File: src/rtl/prog_mem_loader.sv
// Writes an alternating ld/sd program and an index data pattern into memory, then releases the CPU.
// Optional feature: define LOADER_CHECKSUM_EN to XOR-accumulate every accepted instruction word.
module prog_mem_loader #(
  parameter int          INSTR_SIZE  = 32,
  parameter int          ADDR_W      = 5,
  parameter logic [4:0]  LOAD_REG    = 5'b00001,
  parameter logic [11:0] OFFSET_STEP = 12'd0
) (
  input  logic              clock,
  input  logic              reset_n,
  input  logic              start,
  input  logic              wr_ready,
  output logic              imem_we,
  output logic [ADDR_W-1:0] imem_addr,
  output logic [31:0]       imem_wdata,
  output logic              dmem_we,
  output logic [ADDR_W-1:0] dmem_addr,
  output logic [63:0]       dmem_wdata,
  output logic              busy,
  output logic              done,
  output logic              cpu_run,
  output logic [31:0]       checksum
);

  typedef enum logic [1:0] {IDLE, WR_IMEM, WR_DMEM, DONE} state_t;

  localparam logic [ADDR_W-1:0] LAST_IDX = ADDR_W'(INSTR_SIZE - 1);

  state_t            state;
  logic [ADDR_W-1:0] index;
  logic [11:0]       offset;

  // Even slots hold ld at offset+4, odd slots hold sd at offset; funct3 011 selects doubleword.
  function automatic logic [31:0] encode(input logic odd, input logic [11:0] off);
    logic [11:0] imm;
    imm = off + 12'd4;
    if (!odd)
      encode = {imm, 5'd0, 3'b011, LOAD_REG, 7'b0000011};
    else
      encode = {off[11:5], LOAD_REG, 5'b11111, 3'b011, off[4:0], 7'b0100011};
  endfunction

  always_ff @(posedge clock or negedge reset_n) begin
    if (!reset_n) begin
      state      <= IDLE;
      index      <= '0;
      offset     <= '0;
      imem_we    <= 1'b0;
      imem_addr  <= '0;
      imem_wdata <= '0;
      dmem_we    <= 1'b0;
      dmem_addr  <= '0;
      dmem_wdata <= '0;
      busy       <= 1'b0;
      done       <= 1'b0;
      cpu_run    <= 1'b0;
    end else begin
      case (state)
        IDLE, DONE: begin
          if (start) begin
            state      <= WR_IMEM;
            index      <= '0;
            offset     <= '0;
            imem_we    <= 1'b1;
            imem_addr  <= '0;
            imem_wdata <= encode(1'b0, 12'd0);
            busy       <= 1'b1;
            done       <= 1'b0;
            cpu_run    <= 1'b0;
          end
        end
        WR_IMEM: begin
          if (wr_ready) begin
            state      <= WR_DMEM;
            imem_we    <= 1'b0;
            dmem_we    <= 1'b1;
            dmem_addr  <= index;
            dmem_wdata <= 64'(index);
            if (index[0])
              offset <= offset + OFFSET_STEP;
          end
        end
        WR_DMEM: begin
          if (wr_ready) begin
            dmem_we <= 1'b0;
            if (index == LAST_IDX) begin
              state   <= DONE;
              busy    <= 1'b0;
              done    <= 1'b1;
              cpu_run <= 1'b1;
            end else begin
              // Offset was already advanced on the sd accept, so the next word sees the new value.
              state      <= WR_IMEM;
              index      <= index + 1'b1;
              imem_we    <= 1'b1;
              imem_addr  <= index + 1'b1;
              imem_wdata <= encode(~index[0], offset);
            end
          end
        end
        default: state <= IDLE;
      endcase
    end
  end

`ifdef LOADER_CHECKSUM_EN
  // Accumulates only on accepted instruction writes, so the value is naturally frozen in DONE.
  always_ff @(posedge clock or negedge reset_n) begin
    if (!reset_n)
      checksum <= '0;
    else if ((state == IDLE || state == DONE) && start)
      checksum <= '0;
    else if (state == WR_IMEM && wr_ready)
      checksum <= checksum ^ imem_wdata;
  end
`else
  assign checksum = '0;
`endif

endmodule

File: config.mk
export PLATFORM = sky130hd
export DESIGN_NAME = prog_mem_loader
export DESIGN_NICKNAME = d
export VERILOG_FILES = /design/src/rtl/prog_mem_loader.sv
export SDC_FILE = /design/constraint.sdc
export NUM_CORES = 1
export LEC_CHECK = 0
export ABC_AREA = 1
export BUFFER_PORTS_ARGS = -buffer_cell sky130_fd_sc_hd__buf_2
export CAP_MARGIN = 20
export CORE_MARGIN = 10
export CORE_UTILIZATION = 40
export CTS_CLUSTER_DIAMETER = 80
export DETAILED_ROUTE_END_ITERATION = 6
export PLACE_DENSITY_LB_ADDON = 0.15
export SLEW_MARGIN = 25
export SYNTH_ARGS = -nofsm -noshare
export SYNTH_HDL_FRONTEND = slang
export SYNTH_SLANG_ARGS = --single-unit
File: constraint.sdc
create_clock -name clock -period 1.7 [get_ports clock]
set_input_delay 0 -clock clock [delete_from_list [all_inputs] [get_ports clock]]
set_output_delay 0 -clock clock [all_outputs]
set_load 0.1 [all_outputs]
* After elaboration in Yosys (flattened, before gate mapping) *
Index checks and enable logic that the tools add are counted.

word-level totals
  flip-flop bits (word level) = 48
  word-level logic and storage cells = 56
  input port bits = 4

cells by class
  reduce and logical (&&, ||, !) cells = 10
  equal/unequal tests = 9
  add/subtract/negate cells = 1
  muxes and demuxes = 28

operators with widths
  operator                                             number
  2-to-1 mux 32 bit                                    3
  case mux 32 bit (2 select lines)                     1
  2-to-1 mux 23 bit                                    1
  2-to-1 mux 5 bit                                     3
  AND reduction 4 bit                                  3
  2-to-1 mux 1 bit                                     10
  inequality test 2 bit, second input constant         5
  case mux 5 bit (2 select lines)                      1
  2-to-1 mux 2 bit                                     4
  case mux 1 bit (2 select lines)                      3
  case mux 2 bit (3 select lines)                      1
  AND reduction 3 bit                                  2
  adder 5 x 1 -> 5 bit, second input constant          1
  equality test 5 bit, second input constant           1
  equality test 2 bit, second input constant           2
  nonzero test 2 bit                                   2
  case mux 1 bit (3 select lines)                      1
  equality test 2 x 1 -> 1 bit, second input constant  1
  zero test 2 bit                                      1
  AND reduction 2 bit                                  1
  OR reduction 2 bit                                   1

* Logic depth before layout (Yosys ltp) *
Gate-level depths: netlist of the first run.

  word-level depth = 4
  gate-level depth with buffers = 9

* Worst setup path before layout of the first run *
Ideal clock, no wire load.

  kind = register -> register
  start point = register index[0]
  end point = register imem_wdata[13]
  stages on the path, launching flop included = 9
  slack = -0.603 ns
  period minus slack after synthesis = 2.303 ns
  data arrival time = 2.177 ns
  cells stage by stage = dfrtp_1 -> ha_1 -> nand2_1 -> nor2_1 -> ha_1 -> nand2_4 -> nand2_4 -> nor2_8 -> or2_1

on the way
  longest elaborated chain between the ends = 3

ends and longest elaborated chain
  element                          RTL line  source
  start, declared                  30        logic [ADDR_W-1:0] index;
  start signal, assigned           94        index <= index + 1'b1;
  equality test 5 bit              86        if (index == LAST_IDX) begin
  inequality test 2 bit (no line)  -
  AND reduction 4 bit (no line)    -
  end signal, assigned             66        imem_wdata <= encode(1'b0, 12'd0);
  end signal, assigned             97        imem_wdata <= encode(~index[0], offset);
  end, declared                    15        output logic [31:0] imem_wdata,

Every way passes these cells.
A chain may end at the register's enable or synchronous reset.

* Worst setup path after layout of the first run *
  start point = register index[1]
  end point = register index[3]

on the way
  longest elaborated chain between the ends = 4

ends and longest elaborated chain
  element                          RTL line  source
  adder 5 x 1 -> 5 bit             94
  2-to-1 mux 5 bit                 86
  2-to-1 mux 5 bit                 84        if (wr_ready) begin
  case mux 5 bit (2 select lines)  58        case (state)

Several ways; a longest one is shown, not always the timed one. The select of a mux whose other input is x is not followed.

==> out/qor.txt, run 1 <==
Worst path slowest cell: dfrtp_4
Clock Latency Late Sink: 0.25 ns
CTS tree: done
pwr dens: 2391 nW/µm²
Clock Root Buffer: clkbuf_8
Reg2Reg Depth: 8
largest stage delay on the critical path: 0.51 ns
register area share after synthesis: 0.2428
Period minus WS final: 1.513 ns
antenna violations before repair: 0
Synth top area share: 0.5138
die width: 88.11 µm
Area Overhead vs Synth: -11.60%
DR iter-0 viols: 24
first-pass GRT wire length: 5347 µm
EDFF count, synth: 0
fraction of layout cells with a size suffix above 1: 0.2289
Final Wtd Congestion: 0.7540
fin crit share: 0.8897
leakage dissipation: 1.005 nW
post-synthesis cell count: 226
antenna viol nets, final: 0
FP Rows: 24
Max VDD drop: 1046 µV
setup slack, reg-to-reg: 0.19 ns
Diodes inserted: 0
endpoint class of the critical path: register
DR vias: 1044
Fillers: 490
CP Launch Type: register
Worst Path Class, Setup: reg2reg
#FFs+latches synth: 18
Critical Path RT: 1.84 ns
Synth Flop Type: dfrtp_1
arrival time worst endpoint: 1.65 ns
Cell Area, Placed: 1585 µm²
Warnings, synthesis: 0
asr flop ratio synth: 1.000
Starting Density: 0.4204
Pwr Total: 3.921 mW
final hold viol count: 0
clock-pin slew on the worst setup and hold paths: 0.07 ns
H-tree depth: 1
Final nets: 259
Buf/Inv on CP: 0
outcome: finished, final reports clean
GRT Overall Usage: 0.08208
Multi-input gate area: 799.5 µm²
total die area: 7763 µm²
Avg Vias per Cell: 3.468
WHS Path Cells: 4
Routed WL: 3763 µm
critical path peak fanout: 6
grt ovf: 0
setup clock skew after layout: 0.002266 ns
maximum clock rate: 661.1 MHz
Num CTS Buffers: 3
hold_sp: start
DPL Wire Length: 3318 µm
delay-heaviest family, CP: flip-flops
vias in the first global route: 1153
main area contributors after synthesis: buf_4 51%, dfrtp_1 24%, nand2_1 4.2%
I/O pin total: 147
CTS Buffer Depth: 2
clock sinks: 18
First-pass DRT Iterations: 4
RSZ-0062 raised after global routing: no
most common library cells after synthesis: 127 x buf_4, 21 x nand2_1, 18 x dfrtp_1
post-CTS setup buffers: 0
FF-to-FF Start: index[1]
reg-to-reg endpoint: index[3]
Final Instance Area: 1640 µm²
Resized cells post-CTS: 0
post-synth top area cell: buf_4
Worst Hold Endpoint: cpu_run
Cell Area, Synth: 1856 µm²
pin count of the biggest net entering global routing: 19
CP cell instances: ha_4 -> nand2_2 -> nor2_1 -> ha_2 -> nand2_4 -> nand4_2 -> nand2_1 -> o21ai_1
Avg Inst Size Synth: 8.210 µm²
final setup fails: 0
Reg area: 461.7 µm²
Unique masters post-synth: 21
crit path launch: index[1]
DRC Markers: 0
Max-Cap Viols: 0
Slew Limit Fails: 0
Buffers on Ports: 36
top-count cell post-synth: buf_4
die height: 88.11 µm
wire length per cell: 12.50 µm
Min-Delay Path Class: in2reg
Core Box Area: 4414 µm²
## power breakdown
group	total (mW)	internal, mW	switching (mW)
logic	3.03	0.307	2.73
clock network	0.307	0.166	0.140
registers	0.582	0.520	0.0621
## placed cells by master, fill, tap and decap left out, types with 2 or more instances in the layout
cell,instances
buf_2,36
buf_4,2
clkbuf_8,3
conb_1,110
dfrtp_1,13
dfrtp_2,3
dfrtp_4,2
ha_1,3
inv_1,16
nand2_1,20
nand2_2,2
nand2_4,4
nand3_1,7
nor2_1,2
o21ai_0,8
o21ai_1,7
## area by class of cell
class / instances / share of cell area
clock buffer: 4 / 0.02746
inverter: 17 / 0.03890
multi-input combinational: 171 / 0.4874
sequential: 18 / 0.2815
tap: 52 / 0.03966
timing repair buffer: 39 / 0.1251
## state kept, by name, summed over array words and instances, names as in the netlist
| register | count |
|---|---|
| state | 2 |
| imem_wdata | 2 |
| dmem_we | 1 |
| index | 5 |
| cpu_run | 1 |
| busy | 1 |
| imem_we | 1 |
| dmem_wdata | 5 |
## worst register-to-register path: cells and delay by family (launching register included)
| family | cells | cell delay [ns] |
|---|---|---|
| AOI/OAI and AO/OA | 1 | 0.06 |
| adders and majority gates | 2 | 0.37 |
| and+or+nand+nor | 5 | 0.47 |
| DFF | 1 | 0.51 |
## what timing repair did
| item | 4_1_cts | 5_1_grt |
|---|---|---|
| hold endpoints to repair | 18 | 0 |
| hold buffers | 1 | 0 |
| endpoints found under the setup margin | 0 | 0 |
## per-stage QoR
| step | std cells | hold slack, ns | setup WS, ns | setup TNS [ns] | utilization |
|---|---|---|---|---|---|
| 6_report | 301 | 0.06921 | 0.1874 | 0 | 0.3716 |
| 2_1_floorplan | 335 | -0.2956 | -0.02947 | -0.02947 | - |
| 3_3_place_gp | 296 | -0.03923 | 0.2103 | 0 | 0.3591 |
| 5_1_grt | 301 | 0.1533 | 0.07297 | 0 | 0.3716 |
| 4_1_cts | 301 | 0.06421 | 0.1691 | 0 | 0.3716 |
| 3_5_place_dp | 296 | -0.03180 | 0.1874 | 0 | 0.3591 |
## logic make-up (layout without fill, tap and decap cells)
group	count (synthesis)	count (layout)	synth area share
buffers and inverters	146	60	0.5563
AND/OR/NAND/NOR	40	40	0.1214
flip-flops	18	18	0.2428
AO/OA/AOI/OAI	16	16	0.04383
adder cells (fa/ha/maj)	5	5	0.03372
other	1	110	0.002021
## how the worst max path moves through the flow
stage,end,cells past startpoint
floorplan,imem_wdata[13],8
global placement,busy,8
detailed placement,index[3],8
CTS,index[3],8
global route,index[2],8
finish,index[3],8
## metal layers
metal  part of all wire  wire length (µm)  global-route usage
met3               0.16               605             0.04271
met2               0.48              1825              0.1462
met5                  0                 0                   0
met1               0.35              1332             0.08887
met4                  0                 0            0.004280
Note: power is estimated with default switching activity, not from simulation.
==> run 2: changes to the inputs <==
ABC_CLOCK_PERIOD_IN_PS = 1700   (was unset)
CORE_MARGIN = unset   (was 10)
==> run 2 against run 1 <==
  * Routed wire length is 36% lower
  * Worst hold slack better by 0.0071 ns
  * Maximum frequency is 0.52% higher
  * Final cell count stayed put
  * Cell area is 0.61% higher
  * Via count is 1.7% lower
  * Global-route usage is 1.4 points higher
  * Utilization is 0.23 points higher
  * Critical path depth stayed put
  * Register-to-register slack hardly changed
==> out/qor.txt, run 2 (synthesis results as in run 1) <==
outcome: finished, final reports clean (unchanged)
Resized cells post-CTS: 0 (unchanged)
fraction of layout cells with a size suffix above 1: 0.2329 (was 0.2289)
Avg Vias per Cell: 3.409 (was 3.468)
DRC Markers: 0 (unchanged)
arrival time worst endpoint: 1.65 ns (about the same)
commonest non-fill, non-tap cell in the layout: conb_1 (unchanged)
Core Box Area: 4414 µm² (unchanged)
most frequent cells in the layout: 110 x conb_1, 36 x buf_2, 20 x nand2_1, 16 x inv_1, 13 x dfrtp_1 (unchanged)
vias in the first global route: 771 (was 1153)
endpoint class of the critical path: register (unchanged)
critical path peak fanout: 6 (unchanged)
non-filler cells, final: 301 (unchanged)
DR iter-0 viols: 21 (was 24)
Period minus WS final: 1.505 ns (was 1.513 ns)
Final Core Density: 0.3739 (was 0.3716)
Max-Cap Viols: 0 (unchanged)
Starting Density: 0.4204 (unchanged)
final hold viol count: 0 (unchanged)
Area Overhead vs Synth: -11.06% (was -11.60%)
CP cell instances: ha_4 -> nand2_2 -> nor2_1 -> ha_2 -> nand2_4 -> nand4_2 -> nand2_1 -> o21ai_1 (unchanged)
CP Launch Type: register (unchanged)
largest stage delay on the critical path: 0.51 ns (about the same)
maximum clock rate: 664.6 MHz (was 661.1 MHz)
Critical Path RT: 1.84 ns (about the same)
Buffers on Ports: 36 (unchanged)
RSZ-0062 raised after global routing: no (unchanged)
biggest regs: dmem_wdata (5), index (5) (unchanged)
Routed WL: 2398 µm (was 3763 µm)
DR vias: 1026 (was 1044)
first-pass GRT wire length: 3705 µm (was 5347 µm)
fin crit share: 0.8851 (was 0.8897)
antenna viol nets, final: 0 (unchanged)
pin count of the biggest net entering global routing: 19 (unchanged)
setup clock skew after layout: 0.002411 ns (was 0.002266 ns)
die width: 70.11 µm (was 88.11 µm)
GRT Overall Usage: 0.09592 (was 0.08208)
Min-Delay Path Class: in2reg (unchanged)
DPL Wire Length: 1951 µm (was 3318 µm)
final setup TNS: 0 ns (unchanged)
Cell Area, Placed: 1585 µm² (unchanged)
CTS Buffer Depth: 2 (unchanged)
Num CTS Buffers: 3 (unchanged)
Reg area: 461.7 µm² (unchanged)
Final Instance Area: 1650 µm² (was 1640 µm²)
Worst path slowest cell: dfrtp_4 (unchanged)
setup slack, reg-to-reg: 0.20 ns (was 0.19 ns)
Diodes inserted: 0 (unchanged)
clock sinks: 18 (unchanged)
grt ovf: 0 (unchanged)
Clock Latency Late Sink: 0.26 ns (was 0.25 ns)
FP Rows: 24 (unchanged)
I/O pin total: 147 (unchanged)
Clock Root Buffer: clkbuf_8 (unchanged)
dpl cells: 296 (unchanged)
Multi-input gate area: 799.5 µm² (unchanged)
Slew Limit Fails: 0 (unchanged)
First-pass DRT Iterations: 4 (unchanged)
CTS tree: done (unchanged)
total die area: 4915 µm² (was 7763 µm²)
clock-pin slew on the worst setup and hold paths: 0.07 ns (about the same)
Worst Path Class, Setup: reg2reg (unchanged)
Final Wtd Congestion: 0.7973 (was 0.7540)
final setup fails: 0 (unchanged)
wire length per cell: 7.967 µm (was 12.50 µm)
Fillers: 475 (was 490)
Final nets: 259 (unchanged)
H-tree depth: 1 (unchanged)
die height: 70.11 µm (was 88.11 µm)
antenna violations before repair: 0 (unchanged)
run 2: cell counts in the layout (fill, tap and decap cells not counted):
Identical to the previous run, type by type.
run 2: through the flow:
stage / hold WS [ns] / setup slack (ns)
after CTS: 0.07286 / 0.1762
final: 0.07633 / 0.1953
after floorplan: -0.2956 / -0.02947
after global placement: -0.03643 / 0.2142
after detailed placement: -0.03295 / 0.1981
after global routing: 0.1012 / 0.04446
run 2: repair_timing:
action                    CTS  global route
hold buffers                1             0
hold endpoints to repair   18             0
buffers inserted            0             0
run 2: final timing paths:
kind	cells after the start	start	end
worst min register to register	2	busy	busy
worst min-delay path	4	start	cpu_run
worst max register to register	8	index[1]	index[3]
max in group asynchronous	2	reset_n	index[1]
min in group asynchronous	2	reset_n	dmem_wdata[2]
worst max-delay path	8	index[1]	index[3]
run 2: layer usage:
layer	vias up	track usage	share of wire
li1	501	-	-
met1	439	0.1300	0.44
met2	82	0.1442	0.45
met3	4	0.03319	0.096
met4	0	0.02667	0.0079
met5	-	0	0
run 2: cell type report:
type,instances,area share
repair buffers,39,0.1243
well taps,52,0.03942
clock buffers,4,0.03336
multi-input cells,171,0.4845
flip-flops and latches,18,0.2798
inverters,17,0.03867
run 2: critical path: cells and delay by family (launching register included):
family / cells / cell delay [ns]
flip-flops: 1 / 0.51
AND/OR/NAND/NOR: 5 / 0.46
adder cells (fa/ha/maj): 2 / 0.36
AO/OA/AOI/OAI: 1 / 0.06
Power of run 2 is left out: the tool's default activity adds up to more than one toggle a clock period on the data nets, which glitch-free logic cannot reach.
==> run 3: changes to the inputs <==
RECOVER_POWER = 100   (was unset)
==> run 3 against run 2 <==
  * Routed wire length decreased by 1.1%
  * Cell area fell by 0.53%
  * Critical path depth stayed put
  * Maximum frequency fell by 1.8%
  * Flip-flop and latch count did not move
  * Final cell count did not move
  * Die area stayed put
  * Clock skew is essentially flat
  * Sequential share of layout area is 0.15 points higher
  * Worst hold slack improved by 0.00072 ns
  * Global-route usage stayed put
  * Register-to-register slack worse by 0.03 ns
  * Highest routed layer unchanged
==> out/qor.txt, run 3 (synthesis results as in run 1) <==
pin count of the biggest net entering global routing: 19 (unchanged)
CP Launch Type: register (unchanged)
H-tree depth: 1 (unchanged)
Min-Delay Path Class: in2reg (unchanged)
Slew @ Worst Pin: 0.9932 ns
final setup fails: 0 (unchanged)
FF-to-FF Start: index[1] (unchanged)
Clock Latency Late Sink: 0.26 ns (about the same)
antenna violations before repair: 0 (unchanged)
CTS Buffer Depth: 2 (unchanged)
antenna viol nets, final: 0 (unchanged)
Fillers: 478 (was 475)
final hold viol count: 0 (unchanged)
commonest non-fill, non-tap cell in the layout: conb_1 (unchanged)
Slew Limit Fails: 0 (unchanged)
biggest regs: dmem_wdata (5), index (5) (unchanged)
Num CTS Buffers: 3 (unchanged)
crit path launch: index[1] (unchanged)
GRT Overall Usage: 0.09592 (unchanged)
first-pass GRT wire length: 3705 µm (unchanged)
Final Wtd Congestion: 0.7973 (unchanged)
Worst Path Class, Setup: reg2reg (unchanged)
Diodes inserted: 0 (unchanged)
wire length per cell: 7.877 µm (was 7.967 µm)
Final nets: 259 (unchanged)
FP Rows: 24 (unchanged)
Clock Root Buffer: clkbuf_8 (unchanged)
clock-pin slew on the worst setup and hold paths: 0.07 ns (about the same)
Routed WL: 2371 µm (was 2398 µm)
Critical Path RT: 1.84 ns (about the same)
Reg area: 461.7 µm² (unchanged)
most frequent cells in the layout: 110 x conb_1, 33 x clkbuf_2, 21 x nand2_1, 17 x inv_1, 13 x dfrtp_1 (was 110 x conb_1, 36 x buf_2, 20 x nand2_1, 16 x inv_1, 13 x dfrtp_1)
Area Overhead vs Synth: -11.53% (was -11.06%)
arrival time worst endpoint: 1.68 ns (was 1.65 ns)
critical path peak fanout: 8 (was 6)
fraction of layout cells with a size suffix above 1: 0.2209 (was 0.2329)
maximum clock rate: 652.9 MHz (was 664.6 MHz)
DPL Wire Length: 1951 µm (unchanged)
RSZ-0062 raised after global routing: no (unchanged)
I/O pin total: 147 (unchanged)
clock sinks: 18 (unchanged)
fin crit share: 0.9009 (was 0.8851)
outcome: finished, final reports clean (unchanged)
Core Box Area: 4414 µm² (unchanged)
DR iter-0 viols: 17 (was 21)
CTS tree: done (unchanged)
vias in the first global route: 771 (unchanged)
Max-Cap Viols: 0 (unchanged)
final setup TNS: 0 ns (unchanged)
DRC Markers: 0 (unchanged)
Starting Density: 0.4204 (unchanged)
setup clock skew after layout: 0.002444 ns (was 0.002411 ns)
Buffers on Ports: 36 (unchanged)
First-pass DRT Iterations: 3 (was 4)
DR vias: 1025 (was 1026)
die height: 70.11 µm (unchanged)
Max-slew headroom: 0.3379
die width: 70.11 µm (unchanged)
total die area: 4915 µm² (unchanged)
grt ovf: 0 (unchanged)
hold_sp: start (unchanged)
Multi-input gate area: 792.0 µm² (was 799.5 µm²)
Period minus WS final: 1.532 ns (was 1.505 ns)
Avg Vias per Cell: 3.405 (was 3.409)
endpoint class of the critical path: register (unchanged)
==> run 3: path summary, 6_finish.rpt <==
check / endpoint / slack [ns] / cells past startpoint
worst max register to register: imem_wdata[13] / 0.17 / 8
worst min register to register: dmem_we / 0.51 / 2
worst max-delay path: imem_wdata[13] / 0.17 / 8
max in group asynchronous: index[1] / 0.56 / 2
worst min-delay path: cpu_run / 0.08 / 4
min in group asynchronous: dmem_wdata[2] / 0.42 / 2
==> run 3: routing by layer <==
metal / part of all wire / track usage / routed length [µm]
met3: 0.096 / 0.03319 / 227
met5: 0 / 0 / 0
met1: 0.45 / 0.1300 / 1060
met4: 0.0080 / 0.02667 / 19
met2: 0.45 / 0.1442 / 1064
==> run 3: worst max-delay path, cell delays in order, from the launching register on <==
cell     delay, ns
dfrtp_4       0.45
ha_4          0.14
nand2_2       0.05
nor2_1        0.11
ha_2          0.22
nand2_4       0.06
nand2_2       0.13
nor2_8        0.06
or2_1         0.20
==> run 3: area by class of cell <==
type	count	share of cell area
clock buffer	4	0.03354
multi-input combinational	171	0.4825
timing repair buffer	39	0.1242
inverter	17	0.03887
tap	52	0.03963
sequential	18	0.2813
==> run 3: metrics by stage <==
stage | instances | utilization | setup WS [ns] | hold WS, ns | area [µm²]
floorplan | 335 | - | -0.02947 | -0.2956 | 2293
global placement | 296 | 0.3591 | 0.2142 | -0.03643 | 1585
detailed placement | 296 | 0.3591 | 0.1981 | -0.03295 | 1585
CTS | 301 | 0.3739 | 0.1762 | 0.07286 | 1650
global route | 301 | 0.3719 | 0.02678 | 0.1012 | 1642
finish | 301 | 0.3719 | 0.1684 | 0.07705 | 1642
==> run 3: timing repair <==
| item | 4_1_cts | 5_1_grt |
|---|---|---|
| endpoints found under the hold margin | 18 | 0 |
| gates resized for setup | 0 | 0 |
| buffers inserted | 0 | 0 |
| hold buffers | 1 | 0 |
Power of run 3 is left out for the same reason.
